`config.mk`:
```
export PLATFORM = sky130hd
export DESIGN_NAME = lae_feeder
export DESIGN_NICKNAME = d
export VERILOG_FILES = /design/src/rtl/lae_feeder.sv
export SDC_FILE = /design/constraint.sdc
export NUM_CORES = 1
export LEC_CHECK = 0
export CORE_MARGIN = 5
export CORE_UTILIZATION = 55
export CTS_CLUSTER_SIZE = 24
export DETAILED_ROUTE_END_ITERATION = 6
export PLACE_DENSITY = 0.81
export SLEW_MARGIN = 20
export SYNTH_ARGS = -nofsm -noshare
export SYNTH_HDL_FRONTEND = slang
export SYNTH_SLANG_ARGS = --single-unit
```
`constraint.sdc`:
```
create_clock -name ck -period 3.1 [get_ports ck]
set_clock_uncertainty 0.15 [all_clocks]
set_input_delay 0.465 -clock ck [delete_from_list [all_inputs] [get_ports ck]]
set_output_delay 0.465 -clock ck [all_outputs]
set_load 0.02 [all_outputs]
```
`src/rtl/lae_feeder.sv`:
```
// lae_feeder: host-side session sequencer for the lightweight authenticated-encryption
// core. It drives start/Ain/Min/last into lae_control and follows its getdata/final_o.
// Ports: ck, rst (sync, active-high); req/ad_len/msg_len session request;
//   blk_valid/blk_ready upstream block handshake; getdata/init/final_o from control;
//   start/Ain/Min/last to control; hold datapath freeze; busy/done/err status.
// Option: define LAE_FEEDER_TIMEOUT_EN for a FIN watchdog of TMO cycles (sets err).
module lae_feeder #(
  parameter int LW  = 8,
  parameter int TMO = 20
) (
  input  logic          ck,
  input  logic          rst,
  input  logic          req,
  input  logic [LW-1:0] ad_len,
  input  logic [LW-1:0] msg_len,
  input  logic          blk_valid,
  output logic          blk_ready,
  input  logic          getdata,
  input  logic          init,
  input  logic          final_o,
  output logic          start,
  output logic          Ain,
  output logic          Min,
  output logic          last,
  output logic          hold,
  output logic          busy,
  output logic          done,
  output logic          err
);

  localparam logic [2:0] S_IDLE  = 3'd0;
  localparam logic [2:0] S_START = 3'd1;
  localparam logic [2:0] S_WINIT = 3'd2;
  localparam logic [2:0] S_AD    = 3'd3;
  localparam logic [2:0] S_MSG   = 3'd4;
  localparam logic [2:0] S_FIN   = 3'd5;
  localparam logic [2:0] S_DONE  = 3'd6;

  logic [2:0]    st_q, st_d;
  logic [LW-1:0] ad_q, ad_d;
  logic [LW-1:0] msg_q, msg_d;

  // init carries no information the sequencer needs; getdata marks init end.
  logic init_unused;
  assign init_unused = init;

  // The first getdata cycle is seen while still in WINIT; absorption starts in
  // that same cycle, so WINIT behaves like the phase it is about to enter.
  logic ph_ad, ph_msg, absorb, take;
  assign ph_ad  = (st_q == S_AD) ||
                  ((st_q == S_WINIT) && (ad_q != '0));
  assign ph_msg = (st_q == S_MSG) ||
                  ((st_q == S_WINIT) && (ad_q == '0) && (msg_q != '0));
  assign absorb = getdata && (ph_ad || ph_msg);
  assign take   = absorb && blk_valid;

  assign blk_ready = take;
  assign Ain       = take && ph_ad;
  assign Min       = take && ph_msg;
  assign hold      = absorb && !blk_valid;
  assign start     = (st_q == S_START);
  assign last      = (st_q == S_FIN);
  assign done      = (st_q == S_DONE);
  assign busy      = (st_q != S_IDLE);

`ifdef LAE_FEEDER_TIMEOUT_EN
  localparam int TW = $clog2(TMO + 1);
  logic [TW-1:0] tmo_q, tmo_d;
  logic          err_q, err_d;
  logic          tmo_hit;
  assign tmo_hit = (tmo_q == TW'(TMO - 1));
  assign err     = err_q;
`else
  localparam int TMO_UNUSED = TMO;
  logic tmo_hit;
  assign tmo_hit = 1'b0;
  assign err     = 1'b0;
`endif

  always_comb begin
    st_d  = st_q;
    ad_d  = ad_q;
    msg_d = msg_q;
`ifdef LAE_FEEDER_TIMEOUT_EN
    err_d = err_q;
    tmo_d = (st_q == S_FIN) ? tmo_q + 1'b1 : '0;
`endif
    unique case (st_q)
      S_IDLE: begin
        if (req) begin
          ad_d  = ad_len;
          msg_d = msg_len;
          st_d  = S_START;
`ifdef LAE_FEEDER_TIMEOUT_EN
          err_d = 1'b0;
`endif
        end
      end
      S_START: st_d = S_WINIT;
      S_WINIT, S_AD, S_MSG: begin
        if (getdata) begin
          if (ph_ad) begin
            st_d = S_AD;
            if (take) begin
              ad_d = ad_q - 1'b1;
              if (ad_q == LW'(1))
                st_d = (msg_q != '0) ? S_MSG : S_FIN;
            end
          end else if (ph_msg) begin
            st_d = S_MSG;
            if (take) begin
              msg_d = msg_q - 1'b1;
              if (msg_q == LW'(1))
                st_d = S_FIN;
            end
          end else begin
            st_d = S_FIN;
          end
        end
      end
      S_FIN: begin
        if (final_o) begin
          st_d = S_DONE;
        end else if (tmo_hit) begin
          st_d = S_IDLE;
`ifdef LAE_FEEDER_TIMEOUT_EN
          err_d = 1'b1;
`endif
        end
      end
      S_DONE: st_d = S_IDLE;
      default: st_d = S_IDLE;
    endcase
  end

  always_ff @(posedge ck) begin
    if (rst) begin
      st_q  <= S_IDLE;
      ad_q  <= '0;
      msg_q <= '0;
`ifdef LAE_FEEDER_TIMEOUT_EN
      err_q <= 1'b0;
      tmo_q <= '0;
`endif
    end else begin
      st_q  <= st_d;
      ad_q  <= ad_d;
      msg_q <= msg_d;
`ifdef LAE_FEEDER_TIMEOUT_EN
      err_q <= err_d;
      tmo_q <= tmo_d;
`endif
    end
  end

endmodule

```
==> impl_metrics.ini, run 1 <==
[critical_path]
worst_setup_path_startpoint = ad_q[0]$_SDFFE_PP0P_
worstSetupStartpointType = flop
critical-path-top-cell-by-count = sky130_fd_sc_hd__nor2_1
r2r_end = msg_q[0]$_SDFFE_PP0P_
cp_cell_sequence = inv_1, ha_1, nor4b_4, and2_2, a21oi_1, nor2_1, nor2_1, clkdlybuf4s50_1
critPathBufInv = 2
cp_slowest_cell = sky130_fd_sc_hd__clkdlybuf4s50_1
worst-r2r-setup-slack_ns = 0.68
critical_path_maximum_fanout = 7
setup.worst_path.class = reg -> out
worst_path_top_cell_family_by_delay = buffers and inverters
cp_data_arrival_time_ns = 2.33
worstSetupEndpoint = blk_ready
timing.critical_path.required_ns = 2.48
critPathCaptureType = output port
critPathMaxStageDelay_ns = 0.60
source_of_the_worst_register_to_register_timing_path = st_q[2]$_SDFFE_PP0P_
r2r_cells = 5
critical_path_depth = 8

[grt]
grt_util_all_layers_pct = 19.8
largest_net_degree_at_the_start_of_global_routing = 25
grt_pass1_vias = 1588
wire_length_of_the_first_global_routing_pass_mm = 6.69
grt.overflow.total = 0
antenna_found_initial = 0

[floorplanning]
floorplan.die.height_microns = 63.3
floorplan.die_area_sq_um = 4010
boundaryPins = 32
floorplan.core_area_sq_um = 2730
chipWidth_microns = 63.3
num_rows = 19
floorplan.initialDensity_pct = 57.2

[placement]
detailed_place_hpwl_mm = 2.81
globalplace.congestion = 0.890
placement.io_buffers = 29
place.detailed.instances = 250

[sta]
setup_viol = 0
worst-slew-pin-transition_ns = 0.866
fin_worst_hold_slack_ns = 0.383
tightest_slew_margin_relative_to_the_limit_pct = 42.1
finalHoldViolCount = 0
grt_setup_unrepaired = no
timing_max_transition_violations_final = 0
achievable-frequency_mhz = 339
period_minus_slack_ns = 2.95
finalCritPeriodShare_pct = 95.0
setup_tns_ns = 0

[logic_synthesis]
synth_compound_area_share_pct = 27.5
sequential_to_total_area_share_from_yosys_stat_pct = 24.3
synth_warnings = 0
share_of_synthesized_cell_area_in_full_adder_half_adder_and_majority_cells_pct = 4.80
synth-simple-area-share_pct = 32.7
synth_seq_cells = 19
synth_cell_type_count = 57
synth_xor_area_share_pct = 2.24
post_synth_mux_area_share_pct = 1.28
postSynthAreaPerCell_sq_um = 7.70
synth_edf_count = 0
combinational_family_with_the_most_area_after_synthesis = simple AND/OR/NAND/NOR gates
synth_cells = 203
ys_async_sr_fraction_pct = 0
syn-num-nets = 232
yosys_most_used_dff = sky130_fd_sc_hd__dfxtp_1
netlist_area_sq_um = 1560

[routing]
detailroute.via_count = 1561
detail_route.drc_violations = 0
detail_route.first_pass.iterations = 4
routed_wirelength_mm = 3.80
vias_per_cell = 6.15
drtIter0Drc = 114
number_of_antenna_violating_nets_in_the_routed_design = 0
post_drt_wl_per_cell_microns = 14.9

[cts]
cts_hold_repair.buffers = 0
clk_latency_ns = 0.31
clk_pin_slew_worst_setup_hold_paths_ns = 0.12
htree_num_levels = 1
cts.sinks = 19
postCtsSetupRepairBufs = 0
clockBufferDepth = 2
numCtsBuffers = 3
cts_root_buf = sky130_fd_sc_hd__clkbuf_4
cts_tree = done

[cells_and_area]
num_antenna_cells = 0
drive_above_1_share_pct = 8.97
top_library_cells_by_usage_in_the_layout_fill_and_taps_aside = sky130_fd_sc_hd__clkdlybuf4s50_1, sky130_fd_sc_hd__a21oi_1, sky130_fd_sc_hd__dfxtp_1
nFillCells = 245
layout_commonest_cell = sky130_fd_sc_hd__clkdlybuf4s50_1
area.growth.synth_to_final_pct = 19.1
utilization_pct = 68.1
instances_no_fill = 254
finish.net_count = 253

[status]
status = finished, final reports clean

[min_path]
holdCritPathClass = reg -> reg

[pwr]
power.leakage_uw = 0.000696
ir_drop_v = 0.000693
pd_cells_nw_per_um2 = 1010

[flow_run]
cap_viol_max_count = 0
-- cell families (layout without fill, tap and decap cells) --
kind of cell / count (synthesis) / in the layout
compound gates: 63 / 63
xor+xnor: 4 / 4
fa+ha+maj: 6 / 6
buf+inv: 21 / 41
flops: 19 / 19
mux: 2 / 2
other cells: 1 / 1
simple gates: 87 / 87
-- worst min-delay path by stage --
stage	slack [ns]	end	startpoint	depth (start not counted)
2_1_floorplan	0.32	msg_q[1]$_SDFFE_PP0P_	msg_q[1]$_SDFFE_PP0P_	2
3_3_place_gp	0.34	ad_q[7]$_SDFFE_PP0P_	ad_q[7]$_SDFFE_PP0P_	2
4_1_cts	0.38	ad_q[7]$_SDFFE_PP0P_	ad_q[7]$_SDFFE_PP0P_	2
3_5_place_dp	0.36	ad_q[7]$_SDFFE_PP0P_	ad_q[7]$_SDFFE_PP0P_	2
6_report	0.38	msg_q[1]$_SDFFE_PP0P_	msg_q[1]$_SDFFE_PP0P_	2
5_1_grt	0.42	msg_q[4]$_SDFFE_PP0P_	msg_q[4]$_SDFFE_PP0P_	2
-- layer usage --
layer / wire length [microns] / GRT usage (%) / vias to the layer above
met5: 0 / 0 / -
met4: 60 / 8.05 / 0
met3: 217 / 4.09 / 7
met2: 1820 / 34.2 / 46
met1: 1700 / 23.7 / 724
li1: - / - / 784
-- timing repair --
item                                    4_1_cts  5_1_grt
hold endpoints to repair                      0        0
gates resized for setup                       1        3
pin swaps                                     0        0
endpoints found under the setup margin        1        3
-- cells in the mapped netlist (2+ instances only) --
cell / number / area share, %
sky130_fd_sc_hd__a211oi_1: 4 / 1.9
sky130_fd_sc_hd__a21oi_1: 24 / 7.7
sky130_fd_sc_hd__and3_1: 2 / 0.80
sky130_fd_sc_hd__buf_2: 4 / 1.3
sky130_fd_sc_hd__buf_4: 2 / 0.96
sky130_fd_sc_hd__buf_6: 2 / 1.4
sky130_fd_sc_hd__clkbuf_1: 7 / 1.7
sky130_fd_sc_hd__dfxtp_1: 19 / 24
sky130_fd_sc_hd__ha_1: 6 / 4.8
sky130_fd_sc_hd__inv_1: 6 / 1.4
sky130_fd_sc_hd__mux2i_1: 2 / 1.3
sky130_fd_sc_hd__nand2_1: 13 / 3.1
sky130_fd_sc_hd__nand2b_1: 12 / 4.8
sky130_fd_sc_hd__nand3_1: 5 / 1.6
sky130_fd_sc_hd__nand3b_1: 2 / 0.96
sky130_fd_sc_hd__nor2_1: 17 / 4.1
sky130_fd_sc_hd__nor2b_1: 3 / 1.2
sky130_fd_sc_hd__nor3_1: 10 / 3.2
sky130_fd_sc_hd__nor3b_1: 2 / 0.96
sky130_fd_sc_hd__nor4_1: 3 / 1.2
sky130_fd_sc_hd__nor4b_2: 2 / 1.9
sky130_fd_sc_hd__o211ai_1: 5 / 2.4
sky130_fd_sc_hd__o21ai_0: 8 / 2.6
sky130_fd_sc_hd__o22ai_1: 2 / 0.80
sky130_fd_sc_hd__o32ai_1: 2 / 1.1
sky130_fd_sc_hd__o41ai_1: 2 / 1.1
sky130_fd_sc_hd__or3_1: 3 / 1.2
sky130_fd_sc_hd__or3b_2: 2 / 1.1
sky130_fd_sc_hd__xnor2_1: 4 / 2.2
-- final cells by class --
type | instances | area [sq um] | area share [%]
Clock buffer | 3 | 22.5 | 1.21
Sequential cell | 19 | 382 | 20.5
Multi-Input combinational cell | 163 | 1080 | 58.3
Timing Repair Buffer | 31 | 307 | 16.5
Tap cell | 31 | 38.8 | 2.08
Clock inverter | 1 | 5.00 | 0.269
Inverter | 6 | 22.5 | 1.21
-- stage by stage --
step	power (uW)	cell area (sq um)	setup WS (ns)
2_1_floorplan	1470	1560	0.801
3_3_place_gp	1670	1820	0.399
3_5_place_dp	1720	1820	0.321
4_1_cts	1860	1850	0.0233
5_1_grt	2060	1860	0.0651
6_report	1880	1860	0.154
-- power breakdown --
part	total (uW)	internal [uW]	switching [uW]	leakage (uW)
Sequential	494	340	154	0.000156
Clock	136	48.3	87.4	0.0000177
Combinational	1250	557	692	0.000522
-- state kept, by name (all words and copies together) (netlist names) --
register,cells
st_q,3
msg_q,8
ad_q,8
-- tightest hold or removal path: stages (launching register included) --
cell and delay [ns]:
sky130_fd_sc_hd__dfxtp_1 0.36, sky130_fd_sc_hd__nand2b_1 0.08, sky130_fd_sc_hd__a21oi_1 0.06
(Power assumes the default switching activity.)
==> run 2: changes to the inputs <==
MAX_ROUTING_LAYER = met4   (was not set)
==> run 2 against run 1 <==
  * Hold slack about the same
  * Final cell count unchanged
  * Sequential power about the same
  * First-iteration DRC count down 11%
  * Global-route usage up 0.58 points
  * Critical endpoint unchanged
==> impl_metrics.ini, run 2 (synthesized netlist as in run 1, its figures left out) <==
[status]
status = finished, final reports clean

[grt]
grt_util_all_layers_pct = 20.4
largest_net_degree_at_the_start_of_global_routing = 25
grt_pass1_vias = 1589
antenna_found_initial = 0
wire_length_of_the_first_global_routing_pass_mm = 6.70
grt.overflow.total = 0

[critical_path]
cp_slowest_cell = sky130_fd_sc_hd__clkdlybuf4s50_1
cp_cell_sequence = inv_1, ha_1, nor4b_4, and2_2, a21oi_1, nor2_1, nor2_1, clkdlybuf4s50_1
critPathMaxStageDelay_ns = 0.60
critical_path_maximum_fanout = 7
r2r_cells = 5
timing.critical_path.required_ns = 2.48
cp_data_arrival_time_ns = 2.34
worstSetupStartpointType = flop
setup.worst_path.class = reg -> out
critPathCaptureType = output port
critical-path-top-cell-by-count = sky130_fd_sc_hd__nor2_1

[cts]
cts.sinks = 19
cts_root_buf = sky130_fd_sc_hd__clkbuf_4
cts_tree = done
numCtsBuffers = 3
cts_hold_repair.buffers = 0
clockBufferDepth = 2
clk_pin_slew_worst_setup_hold_paths_ns = 0.12
htree_num_levels = 1
clk_latency_ns = 0.32

[cells_and_area]
layout_commonest_cell = sky130_fd_sc_hd__clkdlybuf4s50_1
finish.net_count = 253
drive_above_1_share_pct = 8.97
area.growth.synth_to_final_pct = 19.1
largest_registers = ad_q x8, msg_q x8, st_q x3
num_antenna_cells = 0
utilization_pct = 68.1
top_library_cells_by_usage_in_the_layout_fill_and_taps_aside = sky130_fd_sc_hd__clkdlybuf4s50_1, sky130_fd_sc_hd__a21oi_1, sky130_fd_sc_hd__dfxtp_1
final_area_sq_um = 1860

[sta]
timing_max_transition_violations_final = 0
finalHoldViolCount = 0
setup_viol = 0
tightest_slew_margin_relative_to_the_limit_pct = 43.5
worst-slew-pin-transition_ns = 0.845
setup_tns_ns = 0
finalCritPeriodShare_pct = 95.2
period_minus_slack_ns = 2.95
achievable-frequency_mhz = 339
grt_setup_unrepaired = no
timing.final.ws_setup_ns = 0.149

[pwr]
ir_drop_v = 0.000690
pd_cells_nw_per_um2 = 1010
fin_total_pwr_uw = 1880
clockPowerShare_pct = 7.3
p_sw_uw = 934
power.internal_uw = 945
power.leakage_uw = 0.000696
sequentialPowerShare_pct = 26.3
combinationalPowerShare_pct = 66.5
power_switching_share_pct = 49.7

[placement]
dp_worst_setup_slack_ns = 0.321
globalplace.congestion = 0.905
placed_area_sq_um = 1820
detailed_place_hpwl_mm = 2.81
placement.io_buffers = 29

[floorplanning]
floorplan.die_area_sq_um = 4010
floorplan.core_area_sq_um = 2730
boundaryPins = 32
chipWidth_microns = 63.3
num_rows = 19
floorplan.die.height_microns = 63.3
floorplan.initialDensity_pct = 57.2

[routing]
routed_wirelength_mm = 3.81
vias_per_cell = 6.13
detailroute.via_count = 1557
post_drt_wl_per_cell_microns = 15.0
number_of_antenna_violating_nets_in_the_routed_design = 0
drtIter0Drc = 101
detail_route.first_pass.iterations = 4
detail_route.drc_violations = 0

[flow_run]
cap_viol_max_count = 0

[min_path]
holdCritPathClass = reg -> reg
min_delay_path_depth = 2
[run 2: cell counts in the layout (fill, tap and decap cells not counted)]
No cell type changed its count.
[run 2: area by class of cell]
cell class,instances,area (sq um)
Multi-Input combinational cell,163,1080
Fill cell,245,872
Sequential cell,19,382
Timing Repair Buffer,31,307
Tap cell,31,38.8
Clock buffer,3,22.5
Inverter,6,22.5
Clock inverter,1,5.00
[run 2: power by group through the flow]
stage               Combinational (uW)  Sequential, uW  Clock (uW)
global route                      1400             515         145
finish                            1250             494         136
global placement                  1180             485           0
floorplan                         1040             434           0
CTS                               1240             484         139
detailed placement                1230             490           0
[run 2: what timing repair did]
item	in CTS	in global routing
endpoints found under the setup margin	1	3
resized for setup	1	3
hold endpoints to repair	0	0
setup buffers	0	0
[run 2: path summary, 6_finish.rpt]
check	start	end	slack (ns)
worst min-delay path	msg_q[4]$_SDFFE_PP0P_	msg_q[4]$_SDFFE_PP0P_	0.38
worst max register to register	st_q[2]$_SDFFE_PP0P_	msg_q[0]$_SDFFE_PP0P_	0.69
worst max-delay path	ad_q[0]$_SDFFE_PP0P_	blk_ready	0.15
worst min register to register	msg_q[4]$_SDFFE_PP0P_	msg_q[4]$_SDFFE_PP0P_	0.38
[run 2: metal layers]
metal | routed length (microns) | GRT usage, % | up-vias
met2 | 1840 | 34.1 | 43
met1 | 1700 | 24.1 | 726
met5 | 0 | - | -
met4 | 55 | 8.05 | 0
met3 | 213 | 3.73 | 7
li1 | - | - | 781
[run 2: per-stage QoR]
step	instances	hold WS, ns
after floorplan	203	0.322
after global routing	254	0.417
after detailed placement	250	0.361
after CTS	254	0.378
after global placement	250	0.340
final	254	0.383
[run 2: critical path, delay by kind of cell (launching register included)]
| kind | cells | cell delay [ns] |
|---|---|---|
| AOI/OAI and AO/OA | 1 | 0.13 |
| DFF | 1 | 0.41 |
| adders and majority gates | 1 | 0.21 |
| and+or+nand+nor | 4 | 0.58 |
| buffers and inverters | 2 | 0.68 |
